**src/rtl/hazard_ctrl_if.sv**
```systemverilog
// Hazard controller bundle: pipeline-stage register/enable information in,
// stall/flush/forwarding controls out. The controller takes the slave side.
interface hazard_ctrl_if;
  logic [4:0]  rsD, rtD, rsE, rtE;
  logic [4:0]  writeregE, writeregM, writeregW;
  logic        regwriteE, regwriteM, regwriteW;
  logic        memtoregE, memtoregM;
  logic        branchD, jrD;
  logic        divE;
  logic        mem_enM, mem_ackM;
  logic [31:0] excepttypeM;

  logic        stallF, stallD, stallE, stallM, stallW;
  logic        flushD, flushE, flushM, flushW;
  logic        pc_redirectF;
  logic        forwardAD, forwardBD;
  logic [1:0]  forwardAE, forwardBE;
  logic        div_startE, div_doneE;
  logic        mem_errM;

  modport slave (
    input  rsD, rtD, rsE, rtE, writeregE, writeregM, writeregW,
           regwriteE, regwriteM, regwriteW, memtoregE, memtoregM,
           branchD, jrD, divE, mem_enM, mem_ackM, excepttypeM,
    output stallF, stallD, stallE, stallM, stallW,
           flushD, flushE, flushM, flushW, pc_redirectF,
           forwardAD, forwardBD, forwardAE, forwardBE,
           div_startE, div_doneE, mem_errM
  );

  modport master (
    output rsD, rtD, rsE, rtE, writeregE, writeregM, writeregW,
           regwriteE, regwriteM, regwriteW, memtoregE, memtoregM,
           branchD, jrD, divE, mem_enM, mem_ackM, excepttypeM,
    input  stallF, stallD, stallE, stallM, stallW,
           flushD, flushE, flushM, flushW, pc_redirectF,
           forwardAD, forwardBD, forwardAE, forwardBE,
           div_startE, div_doneE, mem_errM
  );
endinterface

```
**src/rtl/hazard_ctrl.sv**
```systemverilog
// hazard_ctrl: stall/flush sequencer and forwarding selects for the
// five-stage core. Handles load-use/branch hazards, the iterative divide,
// data-memory wait states and precise exception flushes.
// Optional build macro HAZARD_MEM_TIMEOUT_EN adds a wait-state timeout that
// raises mem_errM and applies the exception flush.
//
// state    | meaning
// RUN      | normal flow; hazards resolved combinationally
// DIV_WAIT | divider busy, F/D/E frozen, bubbles into M
// MEM_WAIT | data bus stalled, F/D/E/M frozen, bubbles into W
module hazard_ctrl #(
  parameter int DIV_CYCLES  = 32,
  parameter int MEM_TIMEOUT = 255
) (
  input logic        clk,
  input logic        rst,
  hazard_ctrl_if.slave hz
);

  typedef enum logic [1:0] {RUN, DIV_WAIT, MEM_WAIT} state_t;

  localparam int            CW       = $clog2(DIV_CYCLES);
  localparam logic [CW-1:0] DIV_LOAD = CW'(DIV_CYCLES - 1);

  state_t        state_q, state_d;
  logic [CW-1:0] div_cnt_q, div_cnt_d;
  logic          div_done_q, div_done_d;
  logic          tmo_hit;
  logic          exc;
  logic          lwstall, branchstall;

  logic stall_f, stall_d, stall_e, stall_m;
  logic flush_d, flush_e, flush_m, flush_w;
  logic redirect_f, div_start, div_done;
  logic fwd_ad, fwd_bd;
  logic [1:0] fwd_ae, fwd_be;

`ifdef HAZARD_MEM_TIMEOUT_EN
  logic [7:0] tmo_q, tmo_d;

  // Wait-state down-counter; terminal count 1 marks the MEM_TIMEOUT-th wait cycle.
  assign tmo_hit = (state_q == MEM_WAIT) && !hz.mem_ackM && (tmo_q == 8'd1);

  // Timeout counter next value: load on entry, count down while waiting.
  always_comb begin
    tmo_d = tmo_q;
    if (exc)
      tmo_d = 8'd0;
    else if (state_q == RUN && state_d == MEM_WAIT)
      tmo_d = 8'(MEM_TIMEOUT - 1);
    else if (state_q == MEM_WAIT && !hz.mem_ackM)
      tmo_d = tmo_q - 8'd1;
  end

  // Timeout counter register.
  always_ff @(posedge clk) begin
    if (rst) tmo_q <= 8'd0;
    else     tmo_q <= tmo_d;
  end
`else
  logic [7:0] unused_tmo;
  assign unused_tmo = 8'(MEM_TIMEOUT);
  assign tmo_hit    = 1'b0;
`endif

  assign exc = (|hz.excepttypeM) | tmo_hit;

  assign lwstall = hz.memtoregE && (hz.rtE == hz.rsD || hz.rtE == hz.rtD);
  assign branchstall = (hz.branchD || hz.jrD) &&
      ((hz.regwriteE && (hz.writeregE == hz.rsD || hz.writeregE == hz.rtD)) ||
       (hz.memtoregM && (hz.writeregM == hz.rsD || hz.writeregM == hz.rtD)));

  // State, divide counter and divide-complete flag registers.
  always_ff @(posedge clk) begin
    if (rst) begin
      state_q    <= RUN;
      div_cnt_q  <= '0;
      div_done_q <= 1'b0;
    end else begin
      state_q    <= state_d;
      div_cnt_q  <= div_cnt_d;
      div_done_q <= div_done_d;
    end
  end

  // Next state, stall/flush sequencing and forwarding selects.
  always_comb begin
    state_d    = state_q;
    div_cnt_d  = div_cnt_q;
    div_done_d = div_done_q;
    stall_f = 1'b0; stall_d = 1'b0; stall_e = 1'b0; stall_m = 1'b0;
    flush_d = 1'b0; flush_e = 1'b0; flush_m = 1'b0; flush_w = 1'b0;
    redirect_f = 1'b0; div_start = 1'b0; div_done = 1'b0;

    fwd_ad = hz.regwriteM && (hz.writeregM != 5'd0) && (hz.writeregM == hz.rsD);
    fwd_bd = hz.regwriteM && (hz.writeregM != 5'd0) && (hz.writeregM == hz.rtD);
    if (hz.regwriteM && hz.writeregM != 5'd0 && hz.writeregM == hz.rsE)      fwd_ae = 2'b10;
    else if (hz.regwriteW && hz.writeregW != 5'd0 && hz.writeregW == hz.rsE) fwd_ae = 2'b01;
    else                                                                     fwd_ae = 2'b00;
    if (hz.regwriteM && hz.writeregM != 5'd0 && hz.writeregM == hz.rtE)      fwd_be = 2'b10;
    else if (hz.regwriteW && hz.writeregW != 5'd0 && hz.writeregW == hz.rtE) fwd_be = 2'b01;
    else                                                                     fwd_be = 2'b00;

    if (exc) begin
      flush_d = 1'b1; flush_e = 1'b1; flush_m = 1'b1; flush_w = 1'b1;
      redirect_f = 1'b1;
      state_d    = RUN;
      div_cnt_d  = '0;
      div_done_d = 1'b0;
    end else begin
      unique case (state_q)
        MEM_WAIT: begin
          if (hz.mem_ackM) begin
            state_d = RUN;
          end else begin
            stall_f = 1'b1; stall_d = 1'b1; stall_e = 1'b1; stall_m = 1'b1;
            flush_w = 1'b1;
          end
        end
        DIV_WAIT: begin
          if (div_cnt_q == '0) begin
            div_done   = 1'b1;
            div_done_d = 1'b1;
            state_d    = RUN;
          end else begin
            stall_f = 1'b1; stall_d = 1'b1; stall_e = 1'b1;
            flush_m   = 1'b1;
            div_cnt_d = div_cnt_q - 1'b1;
          end
        end
        default: begin
          if (hz.mem_enM && !hz.mem_ackM) begin
            stall_f = 1'b1; stall_d = 1'b1; stall_e = 1'b1; stall_m = 1'b1;
            flush_w = 1'b1;
            state_d = MEM_WAIT;
          end else if (hz.divE && !div_done_q) begin
            div_start = 1'b1;
            stall_f = 1'b1; stall_d = 1'b1; stall_e = 1'b1;
            flush_m   = 1'b1;
            div_cnt_d = DIV_LOAD;
            state_d   = DIV_WAIT;
          end else if (lwstall || branchstall) begin
            stall_f = 1'b1; stall_d = 1'b1; flush_e = 1'b1;
          end
        end
      endcase
      // The done flag only blocks a restart until E has actually advanced.
      if (!div_done && !stall_e) div_done_d = 1'b0;
    end

    if (rst) begin
      stall_f = 1'b0; stall_d = 1'b0; stall_e = 1'b0; stall_m = 1'b0;
      flush_d = 1'b0; flush_e = 1'b0; flush_m = 1'b0; flush_w = 1'b0;
      redirect_f = 1'b0; div_start = 1'b0; div_done = 1'b0;
      fwd_ad = 1'b0; fwd_bd = 1'b0; fwd_ae = 2'b00; fwd_be = 2'b00;
    end
  end

  assign hz.stallF       = stall_f;
  assign hz.stallD       = stall_d;
  assign hz.stallE       = stall_e;
  assign hz.stallM       = stall_m;
  assign hz.stallW       = 1'b0;
  assign hz.flushD       = flush_d;
  assign hz.flushE       = flush_e;
  assign hz.flushM       = flush_m;
  assign hz.flushW       = flush_w;
  assign hz.pc_redirectF = redirect_f;
  assign hz.forwardAD    = fwd_ad;
  assign hz.forwardBD    = fwd_bd;
  assign hz.forwardAE    = fwd_ae;
  assign hz.forwardBE    = fwd_be;
  assign hz.div_startE   = div_start;
  assign hz.div_doneE    = div_done;
  assign hz.mem_errM     = tmo_hit & ~rst;

endmodule

```
**src/flat_wrapper.sv**
```systemverilog
// flat-port wrapper written by rule: the top's interface ports become plain ports
module hazard_ctrl_flat 
#(
  parameter int DIV_CYCLES  = 32,
  parameter int MEM_TIMEOUT = 255
)
  (clk, rst, hz_rsD, hz_rtD, hz_rsE, hz_rtE, hz_writeregE, hz_writeregM, hz_writeregW, hz_regwriteE, hz_regwriteM, hz_regwriteW, hz_memtoregE, hz_memtoregM, hz_branchD, hz_jrD, hz_divE, hz_mem_enM, hz_mem_ackM, hz_excepttypeM, hz_stallF, hz_stallD, hz_stallE, hz_stallM, hz_stallW, hz_flushD, hz_flushE, hz_flushM, hz_flushW, hz_pc_redirectF, hz_forwardAD, hz_forwardBD, hz_forwardAE, hz_forwardBE, hz_div_startE, hz_div_doneE, hz_mem_errM);
  hazard_ctrl_if hz_i ();
  input logic clk;
  input logic rst;
  input wire logic [$bits(hz_i.rsD)-1:0] hz_rsD;
  input wire logic [$bits(hz_i.rtD)-1:0] hz_rtD;
  input wire logic [$bits(hz_i.rsE)-1:0] hz_rsE;
  input wire logic [$bits(hz_i.rtE)-1:0] hz_rtE;
  input wire logic [$bits(hz_i.writeregE)-1:0] hz_writeregE;
  input wire logic [$bits(hz_i.writeregM)-1:0] hz_writeregM;
  input wire logic [$bits(hz_i.writeregW)-1:0] hz_writeregW;
  input wire logic [$bits(hz_i.regwriteE)-1:0] hz_regwriteE;
  input wire logic [$bits(hz_i.regwriteM)-1:0] hz_regwriteM;
  input wire logic [$bits(hz_i.regwriteW)-1:0] hz_regwriteW;
  input wire logic [$bits(hz_i.memtoregE)-1:0] hz_memtoregE;
  input wire logic [$bits(hz_i.memtoregM)-1:0] hz_memtoregM;
  input wire logic [$bits(hz_i.branchD)-1:0] hz_branchD;
  input wire logic [$bits(hz_i.jrD)-1:0] hz_jrD;
  input wire logic [$bits(hz_i.divE)-1:0] hz_divE;
  input wire logic [$bits(hz_i.mem_enM)-1:0] hz_mem_enM;
  input wire logic [$bits(hz_i.mem_ackM)-1:0] hz_mem_ackM;
  input wire logic [$bits(hz_i.excepttypeM)-1:0] hz_excepttypeM;
  output wire logic [$bits(hz_i.stallF)-1:0] hz_stallF;
  output wire logic [$bits(hz_i.stallD)-1:0] hz_stallD;
  output wire logic [$bits(hz_i.stallE)-1:0] hz_stallE;
  output wire logic [$bits(hz_i.stallM)-1:0] hz_stallM;
  output wire logic [$bits(hz_i.stallW)-1:0] hz_stallW;
  output wire logic [$bits(hz_i.flushD)-1:0] hz_flushD;
  output wire logic [$bits(hz_i.flushE)-1:0] hz_flushE;
  output wire logic [$bits(hz_i.flushM)-1:0] hz_flushM;
  output wire logic [$bits(hz_i.flushW)-1:0] hz_flushW;
  output wire logic [$bits(hz_i.pc_redirectF)-1:0] hz_pc_redirectF;
  output wire logic [$bits(hz_i.forwardAD)-1:0] hz_forwardAD;
  output wire logic [$bits(hz_i.forwardBD)-1:0] hz_forwardBD;
  output wire logic [$bits(hz_i.forwardAE)-1:0] hz_forwardAE;
  output wire logic [$bits(hz_i.forwardBE)-1:0] hz_forwardBE;
  output wire logic [$bits(hz_i.div_startE)-1:0] hz_div_startE;
  output wire logic [$bits(hz_i.div_doneE)-1:0] hz_div_doneE;
  output wire logic [$bits(hz_i.mem_errM)-1:0] hz_mem_errM;
  assign hz_i.rsD = hz_rsD;
  assign hz_i.rtD = hz_rtD;
  assign hz_i.rsE = hz_rsE;
  assign hz_i.rtE = hz_rtE;
  assign hz_i.writeregE = hz_writeregE;
  assign hz_i.writeregM = hz_writeregM;
  assign hz_i.writeregW = hz_writeregW;
  assign hz_i.regwriteE = hz_regwriteE;
  assign hz_i.regwriteM = hz_regwriteM;
  assign hz_i.regwriteW = hz_regwriteW;
  assign hz_i.memtoregE = hz_memtoregE;
  assign hz_i.memtoregM = hz_memtoregM;
  assign hz_i.branchD = hz_branchD;
  assign hz_i.jrD = hz_jrD;
  assign hz_i.divE = hz_divE;
  assign hz_i.mem_enM = hz_mem_enM;
  assign hz_i.mem_ackM = hz_mem_ackM;
  assign hz_i.excepttypeM = hz_excepttypeM;
  assign hz_stallF = hz_i.stallF;
  assign hz_stallD = hz_i.stallD;
  assign hz_stallE = hz_i.stallE;
  assign hz_stallM = hz_i.stallM;
  assign hz_stallW = hz_i.stallW;
  assign hz_flushD = hz_i.flushD;
  assign hz_flushE = hz_i.flushE;
  assign hz_flushM = hz_i.flushM;
  assign hz_flushW = hz_i.flushW;
  assign hz_pc_redirectF = hz_i.pc_redirectF;
  assign hz_forwardAD = hz_i.forwardAD;
  assign hz_forwardBD = hz_i.forwardBD;
  assign hz_forwardAE = hz_i.forwardAE;
  assign hz_forwardBE = hz_i.forwardBE;
  assign hz_div_startE = hz_i.div_startE;
  assign hz_div_doneE = hz_i.div_doneE;
  assign hz_mem_errM = hz_i.mem_errM;
  hazard_ctrl #(.DIV_CYCLES(DIV_CYCLES), .MEM_TIMEOUT(MEM_TIMEOUT)) u_core (.clk(clk), .rst(rst), .hz(hz_i));
endmodule
```
**config.mk**
```make
export PLATFORM = sky130hd
export DESIGN_NAME = hazard_ctrl_flat
export DESIGN_NICKNAME = d
export VERILOG_FILES = /design/src/rtl/hazard_ctrl_if.sv /design/src/rtl/hazard_ctrl.sv /design/src/flat_wrapper.sv
export SDC_FILE = /design/constraint.sdc
export NUM_CORES = 1
export LEC_CHECK = 0
export ABC_AREA = 1
export BUFFER_PORTS_ARGS = -buffer_cell sky130_fd_sc_hd__buf_2
export CELL_PAD_IN_SITES_DETAIL_PLACEMENT = 1
export CELL_PAD_IN_SITES_GLOBAL_PLACEMENT = 1
export CORE_ASPECT_RATIO = 1.5
export CORE_MARGIN = 10
export CORE_UTILIZATION = 26
export DETAILED_ROUTE_END_ITERATION = 8
export PLACE_DENSITY = 0.82
export REMOVE_ABC_BUFFERS = 1
export SLEW_MARGIN = 20
export SYNTH_ARGS = -nofsm -noshare
export SYNTH_HDL_FRONTEND = slang
export SYNTH_SLANG_ARGS = --single-unit
```
**constraint.sdc**
```tcl
create_clock -name clk -period 2.05 [get_ports clk]
set_input_delay 0.41 -clock clk [delete_from_list [all_inputs] [get_ports clk]]
set_output_delay 0.41 -clock clk [all_outputs]
set_load 0.01 [all_outputs]
```
==> results.md <==
* Outcome: completed
* Worst reg-to-reg setup slack at 0.46 ns
* Hold path start: u_core.div_cnt_q[1]$_SDFFE_PP0P_
* Final setup fails at 0
* Die width at 82.6 um
* LEAKAGE at 1.28 nW
* Synth cell types at 24
* Final Hold Fails at 0
* # IOs at 98
* Antenna diodes at 0
* CP startpoint: u_core.state_q[1]$_SDFFE_PP0P_
* Number of synthesized register bits at 8
* CP Cell Sequence: inv_2, ha_4, inv_4, a31oi_4, nor2_4, nand2_1, nand4_1, nand2_1, buf_2
* Cts hold-fix bufs at 0
* First DRT Iteration DRCs at 50
* Vias in the first global route at 2362
* Sink Count at 8
* Die ar. at 0.00942 mm^2
* Main synth FF type: dfxtp_1
* Switch Pwr at 0.243 mW
* Seq pwr share at 23.4%
* CP endpoint kind: primary output
* DRT Pass-1 Iters at 4
* CTS tree: built
* DP HPWL at 6.06 mm
* Residual DRC count at 0
* Worst skew pair latency at 0.24 ns
* Net Sw Frac at 36.6%
* Sequential area share after synthesis at 10.5%
* Worst path top cell family by delay: simple AND/OR/NAND/NOR gates
* Ratio of final minimum period to clock period at 95.8%
* Total gr overflow at 0
* Worst reg2reg endpoint: u_core.div_cnt_q[2]$_SDFFE_PP0P_
* Reg clk slew, reported paths at 0.05 ns
* IO buf count at 95
* NumNets Final at 485
* Pwr Density at 289 mW/mm^2
* Fillers at 837
* CP bufs+invs at 3
* H-tree depth at 1
* Hold/Removal Path Class: register to register
* Cell Count, Final, Fillers Out at 472
* Ys async rst share at 0%
* Cell count after placement at 465
* WL final at 6.75 mm
* Clk buf depth at 2
* Hold EP: u_core.div_cnt_q[1]$_SDFFE_PP0P_
* Reg2Reg Depth at 8
* Fmax at 509 MHz
* Via-per-instance ratio at 4.67
* Routed WL per cell at 14.3 um
* Synthesized area per cell at 5.12 um^2
* Post-synth EDFFs at 0
* Row cnt at 34
* Hold Path Depth at 1
* First-pass GRT wire length at 10.8 mm
* Worst-path maximum fanout at 6
* WP data arrival at 1.55 ns
* Final Skew at 0.00799 ns
* Max VDD drop at 0.237 mV
* Initial Util at 26.6%
* Pint at 0.419 mW
* Fin worst setup slack at 0.0870 ns
* Area Growth Syn to Fin at 49.6%
* Initial antenna violation count at 0
* Worst setup SP type: register
* Clock share of power at 30.5%
* CORE AREA at 0.00574 mm^2
* Largest net degree at the start of global routing at 10
* CP Class: register to primary output
* Post-Syn Instances at 299
* Max-slew violation count at 0
* Die height at 114 um
* Slowest cell on the critical path: dfxtp_2
* Min Tclk post-route at 1.96 ns
* Max-cap violations at 0
* Cts bufs inserted at 3
* CP dominant cell by count: nand2_1
* Yosys Warn Count at 0
* Routed Antenna Nets at 0
* Worst stage delay on the critical path at 0.33 ns
* DR vias at 2202
* Combinational Power Share at 46.1%
* Cell area after synthesis at 0.00153 mm^2
* Critical path required time at 1.64 ns
* Fraction of layout cells with a size suffix above 1 at 34.8%
* RePlAce Congestion at 0.888
* CTS Root Buffer Type: clkbuf_8
* Total track usage at 14.2%
* Reg-to-reg critical path startpoint: u_core.state_q[1]$_SDFFE_PP0P_
* Worst slack at placement at 0.0790 ns
[per-layer routing]
layer  routed length (um)  track usage [%]
met5                    0                0
met4                  127             4.70
met3                  364             2.36
met2                 3980             29.1
met1                 2280             12.8
[logic make-up (layout without fill, tap and decap cells)]
kind of cell,Yosys count,after routing,share of synthesized area [%]
other cells,1,2,0.245
flops,8,8,10.5
xor+xnor,23,23,13.2
buf+inv,53,153,14.6
simple gates,176,176,46.3
fa+ha+maj,4,4,3.27
compound gates,34,34,12.0
[layout make-up]
| class | instances | area (um^2) | area share [%] |
|---|---|---|---|
| Timing Repair Buffer | 104 | 569 | 24.9 |
| Inverter | 46 | 178 | 7.76 |
| Clock buffer | 3 | 41.3 | 1.80 |
| Multi-Input combinational cell | 239 | 1240 | 54.3 |
| Tap cell | 72 | 90.1 | 3.93 |
| Sequential cell | 8 | 168 | 7.32 |
[cell usage after synthesis, types with 5 or more instances]
cell,number,area share [%]
a21oi_1,15,4.9
dfxtp_1,8,10
inv_1,46,11
nand2_1,102,25
nand3_1,9,2.9
nand4_1,8,3.3
nor2_1,48,12
nor3_1,5,1.6
o21ai_0,10,3.3
xnor2_1,11,6.3
xor2_1,12,6.9
[stage by stage]
step	cell area (um^2)	setup TNS, ns	power, mW	hold slack (ns)	util [%]
2_1_floorplan	1480	0	0.299	0.445	-
3_3_place_gp	2090	0	0.447	0.453	36.3
3_5_place_dp	2090	0	0.456	0.463	36.3
4_1_cts	2170	0	0.664	0.470	37.8
5_1_grt	2290	-0.0378	0.720	0.487	39.9
6_report	2290	0	0.662	0.472	39.9
[cell usage in the layout (no fill, tap or decap)]
master | synthesis | layout
xnor2_1 | 11 | 11
dfxtp_2 | 0 | 3
ha_1 | 4 | 1
nand3_1 | 9 | 9
o22ai_1 | 4 | 4
clkbuf_8 | 0 | 3
nor2_4 | 0 | 3
a31oi_1 | 3 | 2
o21ai_0 | 10 | 8
nor3_2 | 0 | 1
xor2_1 | 12 | 12
o21ai_2 | 0 | 1
nand2_2 | 1 | 4
o21a_1 | 1 | 1
a21oi_1 | 15 | 14
inv_1 | 46 | 38
nand4_1 | 8 | 8
nor2_1 | 48 | 42
o21ai_1 | 0 | 1
buf_6 | 1 | 1
dfxtp_1 | 8 | 4
ha_2 | 0 | 1
inv_2 | 0 | 6
or2_2 | 2 | 2
a31oi_4 | 0 | 1
ha_4 | 0 | 2
a21oi_2 | 0 | 1
nand2_1 | 102 | 99
inv_4 | 0 | 2
buf_2 | 1 | 86
nor3_1 | 5 | 4
a211oi_1 | 1 | 1
dfxtp_4 | 0 | 1
nor2_2 | 1 | 4
conb_1 | 1 | 2
buf_4 | 4 | 16
clkbuf_4 | 0 | 1
[power groups by stage]
stage	Sequential (mW)	Combinational, mW	Clock (mW)
floorplan	0.159	0.141	0
global placement	0.159	0.288	0
detailed placement	0.159	0.297	0
CTS	0.156	0.300	0.208
global route	0.155	0.347	0.219
finish	0.155	0.305	0.202
[repair_timing]
action / 4_1_cts / 5_1_grt
cloned: 0 / 0
gates resized for setup: 10 / 38
pin swaps: 1 / 14
setup endpoints to repair: 8 / 8
endpoints found under the hold margin: 0 / 0
setup buffers: 2 / 3
[flip-flops by register name, indices dropped and copies added, names as in the netlist]
signal	flops
u_core.div_done_q	1
u_core.div_cnt_q	5
u_core.state_q	2
[how the worst max path moves through the flow]
stage / slack (ns) / depth (start not counted) / end
floorplan: 0.30 / 9 / hz_stallD
global placement: 0.09 / 11 / hz_stallD
detailed placement: 0.08 / 8 / hz_stallD
CTS: 0.01 / 9 / hz_stallD
global route: -0.01 / 9 / hz_stallD
finish: 0.09 / 9 / hz_stallD
(Power assumes the default switching activity.)
